### src/rtl/rcv_crc_pkg.sv
// Shared constants and state type for the USB receive-path CRC16 checker.
// The TRAIL state exists only when CRC_TRAILER_TAP_EN is defined.
package rcv_crc_pkg;

    localparam logic [15:0] CRC16_POLY     = 16'h8005;
    localparam logic [15:0] CRC16_INIT     = 16'hFFFF;
    localparam logic [15:0] CRC16_RESIDUAL = 16'h800D;

    typedef enum logic [1:0] {
        ST_IDLE  = 2'd0,
`ifdef CRC_TRAILER_TAP_EN
        ST_RCV   = 2'd1,
        ST_TRAIL = 2'd2
`else
        ST_RCV   = 2'd1
`endif
    } state_e;

endpackage : rcv_crc_pkg

### src/rtl/crc16_byte_step.sv
// One-byte USB CRC16 update, bit 0 of the byte processed first, fully unrolled.
// Pure combinational so the token CRC path can reuse it.
module crc16_byte_step
    import rcv_crc_pkg::*;
(
    input  logic [15:0] crc_in,
    input  logic [7:0]  byte_in,
    output logic [15:0] crc_out
);

    logic [15:0] crc_v;

    always_comb begin
        crc_v = crc_in;
        for (int i = 0; i < 8; i++) begin
            if (crc_v[15] ^ byte_in[i]) begin
                crc_v = {crc_v[14:0], 1'b0} ^ CRC16_POLY;
            end else begin
                crc_v = {crc_v[14:0], 1'b0};
            end
        end
        crc_out = crc_v;
    end

endmodule : crc16_byte_step

### src/rtl/rcv_crc16_check.sv
// DATA-packet CRC16 checker: holds back the newest two bytes (the CRC trailer) so only
// payload reaches the data FIFO. Define CRC_TRAILER_TAP_EN to replay the trailer on trl_*.
module rcv_crc16_check
    import rcv_crc_pkg::*;
(
    input  logic       clk,
    input  logic       n_rst,
    input  logic       pkt_start,
    input  logic       byte_valid,
    input  logic [7:0] rcv_byte,
    input  logic       eop,
    input  logic       fifo_full,
    output logic [7:0] data_out,
    output logic       data_wen,
    output logic       pkt_done,
    output logic       crc_ok,
    output logic       crc_err,
    output logic [7:0] trl_data,
    output logic       trl_wen
);

    state_e      state_q, state_d;
    logic [15:0] crc_q, crc_d, crc_step;
    logic [7:0]  h0_q, h0_d, h1_q, h1_d;
    logic [1:0]  cnt_q, cnt_d;
    logic        ovf_q, ovf_d;
    logic [7:0]  data_out_q, data_out_d;
    logic        data_wen_q, data_wen_d;
    logic        pkt_done_q, pkt_done_d;
    logic        crc_ok_q, crc_ok_d;
    logic        crc_err_q, crc_err_d;

    logic [15:0] crc_nx;
    logic [7:0]  h0_nx, h1_nx;
    logic [1:0]  cnt_nx;
    logic        ovf_nx, push, ok_nx;

    crc16_byte_step u_step (
        .crc_in  (crc_q),
        .byte_in (rcv_byte),
        .crc_out (crc_step)
    );

    // Effect of the current byte; eop in the same cycle judges these updated values.
    always_comb begin
        crc_nx = crc_q;
        h0_nx  = h0_q;
        h1_nx  = h1_q;
        cnt_nx = cnt_q;
        ovf_nx = ovf_q;
        push   = 1'b0;
        if (byte_valid) begin
            crc_nx = crc_step;
            h0_nx  = h1_q;
            h1_nx  = rcv_byte;
            if (cnt_q == 2'd2) begin
                if (fifo_full) begin
                    ovf_nx = 1'b1;
                end else begin
                    push = 1'b1;
                end
            end else begin
                cnt_nx = cnt_q + 2'd1;
            end
        end
        ok_nx = (crc_nx == CRC16_RESIDUAL) && (cnt_nx == 2'd2) && !ovf_nx;
    end

`ifdef CRC_TRAILER_TAP_EN
    logic [7:0] trl_data_q, trl_data_d;
    logic       trl_wen_q, trl_wen_d;
    assign trl_data = trl_data_q;
    assign trl_wen  = trl_wen_q;
`else
    assign trl_data = 8'h00;
    assign trl_wen  = 1'b0;
`endif

    always_comb begin
        state_d    = state_q;
        crc_d      = crc_q;
        h0_d       = h0_q;
        h1_d       = h1_q;
        cnt_d      = cnt_q;
        ovf_d      = ovf_q;
        data_out_d = data_out_q;
        data_wen_d = 1'b0;
        pkt_done_d = 1'b0;
        crc_ok_d   = crc_ok_q;
        crc_err_d  = crc_err_q;
`ifdef CRC_TRAILER_TAP_EN
        trl_data_d = trl_data_q;
        trl_wen_d  = 1'b0;
`endif
        // pkt_start restarts from any state, abandoning whatever was in progress.
        if (pkt_start) begin
            state_d   = ST_RCV;
            crc_d     = CRC16_INIT;
            cnt_d     = 2'd0;
            ovf_d     = 1'b0;
            crc_ok_d  = 1'b0;
            crc_err_d = 1'b0;
        end else begin
            case (state_q)
                ST_RCV: begin
                    crc_d = crc_nx;
                    h0_d  = h0_nx;
                    h1_d  = h1_nx;
                    cnt_d = cnt_nx;
                    ovf_d = ovf_nx;
                    if (push) begin
                        data_out_d = h0_q;
                        data_wen_d = 1'b1;
                    end
                    if (eop) begin
                        pkt_done_d = 1'b1;
                        crc_ok_d   = ok_nx;
                        crc_err_d  = !ok_nx;
`ifdef CRC_TRAILER_TAP_EN
                        state_d    = ST_TRAIL;
`else
                        state_d    = ST_IDLE;
`endif
                    end
                end
`ifdef CRC_TRAILER_TAP_EN
                ST_TRAIL: begin
                    if (cnt_q == 2'd2) begin
                        trl_data_d = h0_q;
                        trl_wen_d  = 1'b1;
                        cnt_d      = 2'd1;
                    end else if (cnt_q == 2'd1) begin
                        trl_data_d = h1_q;
                        trl_wen_d  = 1'b1;
                        cnt_d      = 2'd0;
                        state_d    = ST_IDLE;
                    end else begin
                        state_d    = ST_IDLE;
                    end
                end
`endif
                default: ;
            endcase
        end
    end

    always_ff @(posedge clk or negedge n_rst) begin
        if (!n_rst) begin
            state_q    <= ST_IDLE;
            crc_q      <= CRC16_INIT;
            h0_q       <= 8'h00;
            h1_q       <= 8'h00;
            cnt_q      <= 2'd0;
            ovf_q      <= 1'b0;
            data_out_q <= 8'h00;
            data_wen_q <= 1'b0;
            pkt_done_q <= 1'b0;
            crc_ok_q   <= 1'b0;
            crc_err_q  <= 1'b0;
`ifdef CRC_TRAILER_TAP_EN
            trl_data_q <= 8'h00;
            trl_wen_q  <= 1'b0;
`endif
        end else begin
            state_q    <= state_d;
            crc_q      <= crc_d;
            h0_q       <= h0_d;
            h1_q       <= h1_d;
            cnt_q      <= cnt_d;
            ovf_q      <= ovf_d;
            data_out_q <= data_out_d;
            data_wen_q <= data_wen_d;
            pkt_done_q <= pkt_done_d;
            crc_ok_q   <= crc_ok_d;
            crc_err_q  <= crc_err_d;
`ifdef CRC_TRAILER_TAP_EN
            trl_data_q <= trl_data_d;
            trl_wen_q  <= trl_wen_d;
`endif
        end
    end

    assign data_out = data_out_q;
    assign data_wen = data_wen_q;
    assign pkt_done = pkt_done_q;
    assign crc_ok   = crc_ok_q;
    assign crc_err  = crc_err_q;

endmodule : rcv_crc16_check

### config.mk
export PLATFORM = sky130hd
export DESIGN_NAME = rcv_crc16_check
export DESIGN_NICKNAME = d
export VERILOG_FILES = /design/src/rtl/rcv_crc_pkg.sv /design/src/rtl/crc16_byte_step.sv /design/src/rtl/rcv_crc16_check.sv
export SDC_FILE = /design/constraint.sdc
export NUM_CORES = 1
export LEC_CHECK = 0
export CAP_MARGIN = 20
export CORE_MARGIN = 2
export CORE_UTILIZATION = 58
export DETAILED_ROUTE_END_ITERATION = 10
export PLACE_DENSITY = 0.84
export SYNTH_ARGS = -nofsm -noshare
export SYNTH_HDL_FRONTEND = slang
export SYNTH_SLANG_ARGS = --single-unit
### constraint.sdc
create_clock -name clk -period 3.55 [get_ports clk]
set_clock_uncertainty 0.15 [all_clocks]
set_input_delay 0.71 -clock clk [delete_from_list [all_inputs] [get_ports clk]]
set_output_delay 0.71 -clock clk [all_outputs]
set_load 0.01 [all_outputs]
Word-level counts from Yosys, hierarchy flattened
Index checks and enable logic that the tools add are counted.
{"block": "totals", "regBits": 49, "inputBits": 14, "output_inout_bits": 21}
{"block": "classes", "add_sub_neg": 1, "eq_ne": 4, "mux": 38, "bitwise": 17, "n_reduce_logical": 9}
{"op": "2-to-1 mux 16 bit", "count": 11}
{"op": "NOT 3 bit", "count": 8}
{"op": "2-to-1 mux 1 bit", "count": 20}
{"op": "equality test 16 bit (second input constant)", "count": 1}
{"op": "2-to-1 mux 2 bit", "count": 7}
{"op": "bitwise XOR 1 bit", "count": 8}
{"op": "AND reduction 3 bit", "count": 2}
{"op": "equality test 2 bit (second input constant)", "count": 2}
{"op": "nonzero test 2 bit", "count": 2}
{"op": "adder 2 x 1 -> 2 bit (second input constant)", "count": 1}
{"op": "equality test 2 x 1 -> 1 bit (second input constant)", "count": 1}
{"op": "logical AND 1 bit", "count": 2}
{"op": "zero test 1 bit", "count": 2}
{"op": "AND reduction 2 bit", "count": 1}
{"op": "NOT 1 bit", "count": 1}

Logic depth before layout (Yosys ltp)
{"block": "logic_depth", "word_depth": 24, "ltp_mapped": 7, "ltp_nobuf": 7}

Cells and area by module
Synthesis repeated with hierarchy kept, for this count alone.
{"block": "unflattened", "hier_cells": 197, "area_unflattened_um2": 2458.6}
{"mod": "rcv_crc16_check", "n_inst": 1, "cells_each": 169, "area_each_um2": 2160.8}
{"mod": "crc16_byte_step", "n_inst": 1, "cells_each": 28, "area_each_um2": 297.8}

Least setup slack after synthesis
No wires, ideal clock.
{"block": "synth_path", "kind": "in2reg", "startpoint": "input port rcv_byte[4]", "endpoint": "register crc_ok_q (netlist: crc_ok)", "setup_time_ps": 135, "arrival_ps": 2089, "t_required_ps": 3265, "path_slack_ps": 1176, "path_stages": 6, "path_cell_list": "xnor2_1 xnor3_1 xnor3_2 xnor3_1 a21boi_1 o31ai_1"}
{"block": "synth_via", "elab_chain_len": 15}
{"element": "from (decl)", "line_no": "rcv_crc16_check.sv:10", "source": "input logic [7:0] rcv_byte,"}
{"element": "bitwise XOR 1 bit (*)", "line_no": "crc16_byte_step.sv:16", "source": "if (crc_v[15] ^ byte_in[i]) begin"}
{"element": "2-to-1 mux 16 bit (*)", "line_no": "crc16_byte_step.sv:16"}
{"element": "bitwise XOR 1 bit", "line_no": "crc16_byte_step.sv:16"}
{"element": "2-to-1 mux 16 bit (*)", "line_no": "crc16_byte_step.sv:16"}
{"element": "bitwise XOR 1 bit", "line_no": "crc16_byte_step.sv:16"}
{"element": "2-to-1 mux 16 bit (*)", "line_no": "crc16_byte_step.sv:16"}
{"element": "bitwise XOR 1 bit", "line_no": "crc16_byte_step.sv:16"}
{"element": "2-to-1 mux 16 bit (*)", "line_no": "crc16_byte_step.sv:16"}
{"element": "2-to-1 mux 16 bit (*)", "line_no": "rcv_crc16_check.sv:52", "source": "if (byte_valid) begin"}
{"element": "equality test 16 bit (*)", "line_no": "rcv_crc16_check.sv:66", "source": "ok_nx = (crc_nx == CRC16_RESIDUAL) && (cnt_nx == 2'd2) && !ovf_nx;"}
{"element": "logical AND 1 bit (*) (2 in series)", "line_no": "rcv_crc16_check.sv:66"}
{"element": "2-to-1 mux 1 bit (*)", "line_no": "rcv_crc16_check.sv:115", "source": "if (eop) begin"}
{"element": "2-to-1 mux 1 bit (*)", "line_no": "rcv_crc16_check.sv:104", "source": "case (state_q)"}
{"element": "2-to-1 mux 1 bit (*)", "line_no": "rcv_crc16_check.sv:96", "source": "if (pkt_start) begin"}
{"element": "to (signal assigned)", "line_no": "rcv_crc16_check.sv:174", "source": "crc_ok_q <= crc_ok_d;"}
{"element": "to (decl)", "line_no": "rcv_crc16_check.sv:30", "source": "logic crc_ok_q, crc_ok_d;"}
Mark *: on every way between the ends. The rest lies on a longest branch, timed or not. The select of a mux whose other input is x is not followed.
A chain may end at the register's enable or synchronous reset.

Final worst setup path
{"block": "layout_path", "startpoint": "input port rcv_byte[3]", "endpoint": "register crc_q[0]"}
{"block": "layout_via", "elab_chain_len": 13}
{"element": "bitwise XOR 1 bit", "line_no": "crc16_byte_step.sv:16"}
{"element": "2-to-1 mux 16 bit", "line_no": "crc16_byte_step.sv:16"}
{"element": "bitwise XOR 1 bit", "line_no": "crc16_byte_step.sv:16"}
{"element": "2-to-1 mux 16 bit", "line_no": "crc16_byte_step.sv:16"}
{"element": "bitwise XOR 1 bit", "line_no": "crc16_byte_step.sv:16"}
{"element": "2-to-1 mux 16 bit", "line_no": "crc16_byte_step.sv:16"}
{"element": "bitwise XOR 1 bit", "line_no": "crc16_byte_step.sv:16"}
{"element": "2-to-1 mux 16 bit", "line_no": "crc16_byte_step.sv:16"}
{"element": "bitwise XOR 1 bit", "line_no": "crc16_byte_step.sv:16"}
{"element": "2-to-1 mux 16 bit", "line_no": "crc16_byte_step.sv:16"}
{"element": "2-to-1 mux 16 bit", "line_no": "rcv_crc16_check.sv:52"}
{"element": "2-to-1 mux 16 bit", "line_no": "rcv_crc16_check.sv:104"}
{"element": "2-to-1 mux 16 bit", "line_no": "rcv_crc16_check.sv:96"}
{"element": "to (signal assigned)", "line_no": "rcv_crc16_check.sv:166", "source": "crc_q <= crc_d;"}
{"element": "to (decl)", "line_no": "rcv_crc16_check.sv:23", "source": "logic [15:0] crc_q, crc_d, crc_step;"}
No other way between the ends. The select of a mux whose other input is x is not followed.

==> impl_metrics.toml <==
[clocking]
postCtsSetupBuffers = 0
cts.sink_count = 48
cts_tree = "yes"
clk_pin_slew_worst_paths_ns = 0.09
clock_path_buffers = 2
post_cts_resized = 0
clock_latency_ns = 0.31
ctsRootBufferMaster = "clkbuf_8"
hold_buffers = 0
htree_levels = 2
cts-buffers-inserted = 5

[floorplanning]
initial_core_util_pct = 60.7
ios = 35
die_w_microns = 69.0
core_sq_um = 4030
dieArea_sq_um = 4760
dieHeight_microns = 69.0
rows = 23

[setup_path]
reg2reg_depth = 6
crit_end = "crc_q[0]"
endpoint_kind = "flop"
cp.required_ns = 3.65
worstReg2RegEnd = "crc_q[0]"
crit_start = "rcv_byte[3]"
rr_startpoint = "crc_q[15]"
path_class = "in2reg"
start_kind = "input pin"
cp_max_fo = 4
r2r_slack_ns = 1.21
cp_data_arrival_time_ns = 2.84

[sta]
slew_headroom_pct = 52.2
drv_slew = 0
setup_viol_count_final = 0
layout_min_cycle_time_ns = 2.74
finalHoldViolations = 0
timing.fmax_ghz = 0.365
postLayoutSetupSlackWorst_ns = 0.808
fin_tns_setup_ns = 0
max_slew.worst_pin.slew_ns = 0.715
rsz0062_at_grt = "false"
period_share_pct = 77.3

[routing]
first_pass_iters = 4
wirelength_microns = 4710
ant_nets = 0
drc = 0
drtIter0Drc = 118
wl_per_cell_microns = 16.7
vias = 1612
vias_per_cell = 5.72

[placed_design]
placed_area_sq_um = 2700
globalplace.congestion = 0.833
place_inst = 273
io_buffers = 25
detailed_place_hpwl_microns = 3250
post-place-ws_ns = 0.518

[synth]
synth-xor-area-share_pct = 10.5
synthAdderAreaFrac_pct = 1.02
synth_top_family_by_area = "multiplexers"
synth_mux_area_share_pct = 11.9
yosys.area_share.simple_pct = 10.2
syn_area_sq_um = 2450
yosysUniqueCellTypes = 47
syn_avg_cell_area_sq_um = 12.0
synth.largest_area_cell = "dfrtp_1"
ys_top_cells_by_count = "dfrtp_1, mux2_2, nor2_1"
ys_seq_area_share_pct = 49.9
post-synth-top-count-cell = "dfrtp_1"
ys_seq_elements = 48
ys.flop_type = "dfrtp_1"
yosys-top-cells-area = "dfrtp_1, dfstp_2, mux2_2, a211o_1, xnor2_1"
synth_compound_gate_area_share_pct = 10.3
synth_edf_count = 0
yosysTopAreaCellShare_pct = 32.7
synthArstFlopShare_pct = 100
postSynthCellCount = 204
yosys_warnings = 0

[global_route]
grt_max_degree = 49
track_usage_pct = 22.3
grt_overflow = 0
grt_antenna_before_repair = 0
grt_pass1_vias = 1601
grt_pass1_wl_microns = 7450

[power_and_ir_drop]
p_per_area_nw_per_um2 = 535
p_leak_nw = 1.24
ir_drop_uv = 403

[finish]
drive_above_1_share_pct = 26.7
diodes = 0
design_area_sq_um = 2840
nNetsFinal = 247
fillers = 293
synthToLayoutAreaGrowth_pct = 16.1
fin_cells = 282

[min_path]
min_path_type = "in2async"

[run]
drv_cap = 0

[status]
run_status = "complete, no violations"
-- worst max-delay path, cell delays in order --
cell and delay [ns]:
clkdlybuf4s50_1 0.43, xnor2_1 0.44, xnor2_1 0.23, xnor3_2 0.44, xnor2_1 0.21, nor2_1 0.09
a211o_1 0.28
-- state kept, by name (all words and copies together) (netlist names) --
register and count:
cnt_q 2, crc_err 1, crc_ok 1, crc_q 16
data_out 8, data_wen 1, h0_q 8, h1_q 8
ovf_q 1, pkt_done 1, state_q 1
-- kinds of logic after synthesis --
kind of cell / count (synthesis)
AO/OA/AOI/OAI: 32
flip-flops: 48
other: 1
XOR/XNOR: 19
AND/OR/NAND/NOR: 51
multiplexers: 26
adder cells (fa/ha/maj): 2
buffers and inverters: 25
-- routing by layer --
| layer | track usage (%) | share of wire (%) |
|---|---|---|
| met1 | 27.5 | 44 |
| met2 | 37.4 | 50 |
| met3 | 3.41 | 3.2 |
| met4 | 12.5 | 2.7 |
| met5 | 0 | 0 |
-- cells in the final DEF (no fill, tap or decap), drive strengths merged, types with 2 or more instances in the layout --
cell           Yosys  final
dfstp             16     16
ha                 2      2
a21oi              3      3
nand2              8      8
xnor2             13     13
nor3               6      6
conb               1      9
nand3              5      5
mux2              24     24
nand4              2      2
dfrtp             32     32
a31oi              3      3
nor2              17     17
buf               11      7
xor2               3      3
and3               5      5
clkbuf             8      6
clkdlybuf4s50      0     24
inv                6      6
a211o             14     14
mux2i              2      2
xnor3              3      3
-- final cells by class --
| cell class | count | area (sq um) | share of cell area, % |
|---|---|---|---|
| timing repair buffer | 31 | 303 | 10.7 |
| tap | 50 | 62.6 | 2.20 |
| multi-input combinational | 139 | 1110 | 39.1 |
| clock inverter | 2 | 38.8 | 1.37 |
| sequential | 48 | 1220 | 43.0 |
| inverter | 6 | 22.5 | 0.793 |
| clock buffer | 6 | 82.6 | 2.91 |
-- per-stage QoR --
step                      hold slack (ns)  util [%]  total power, W
after global placement              0.333      67.0         0.00108
after detailed placement            0.343      67.0         0.00110
after CTS                           0.364      70.0         0.00153
final                              0.0548      70.5         0.00152
after floorplan                     0.264         -        0.000991
after global routing               0.0561      70.5         0.00159
-- worst min-delay path by stage --
stage                 start          end  slack (ns)  depth (start not counted)
detailed placement  h0_q[0]  data_out[0]        0.34                          1
global placement    h0_q[7]  data_out[7]        0.33                          1
floorplan             n_rst     cnt_q[0]        0.26                          0
CTS                 h0_q[0]  data_out[0]        0.36                          1
finish                n_rst      h0_q[5]        0.05                          1
global route          n_rst      h1_q[4]        0.06                          1
-- power breakdown --
part / switching (W) / internal [W]
Clock: 0.000189 / 0.000230
Combinational: 0.000180 / 0.000215
Sequential: 0.0000598 / 0.000647
Total: 0.000428 / 0.00109
No activity file was read; power rests on OpenSTA's default activity.
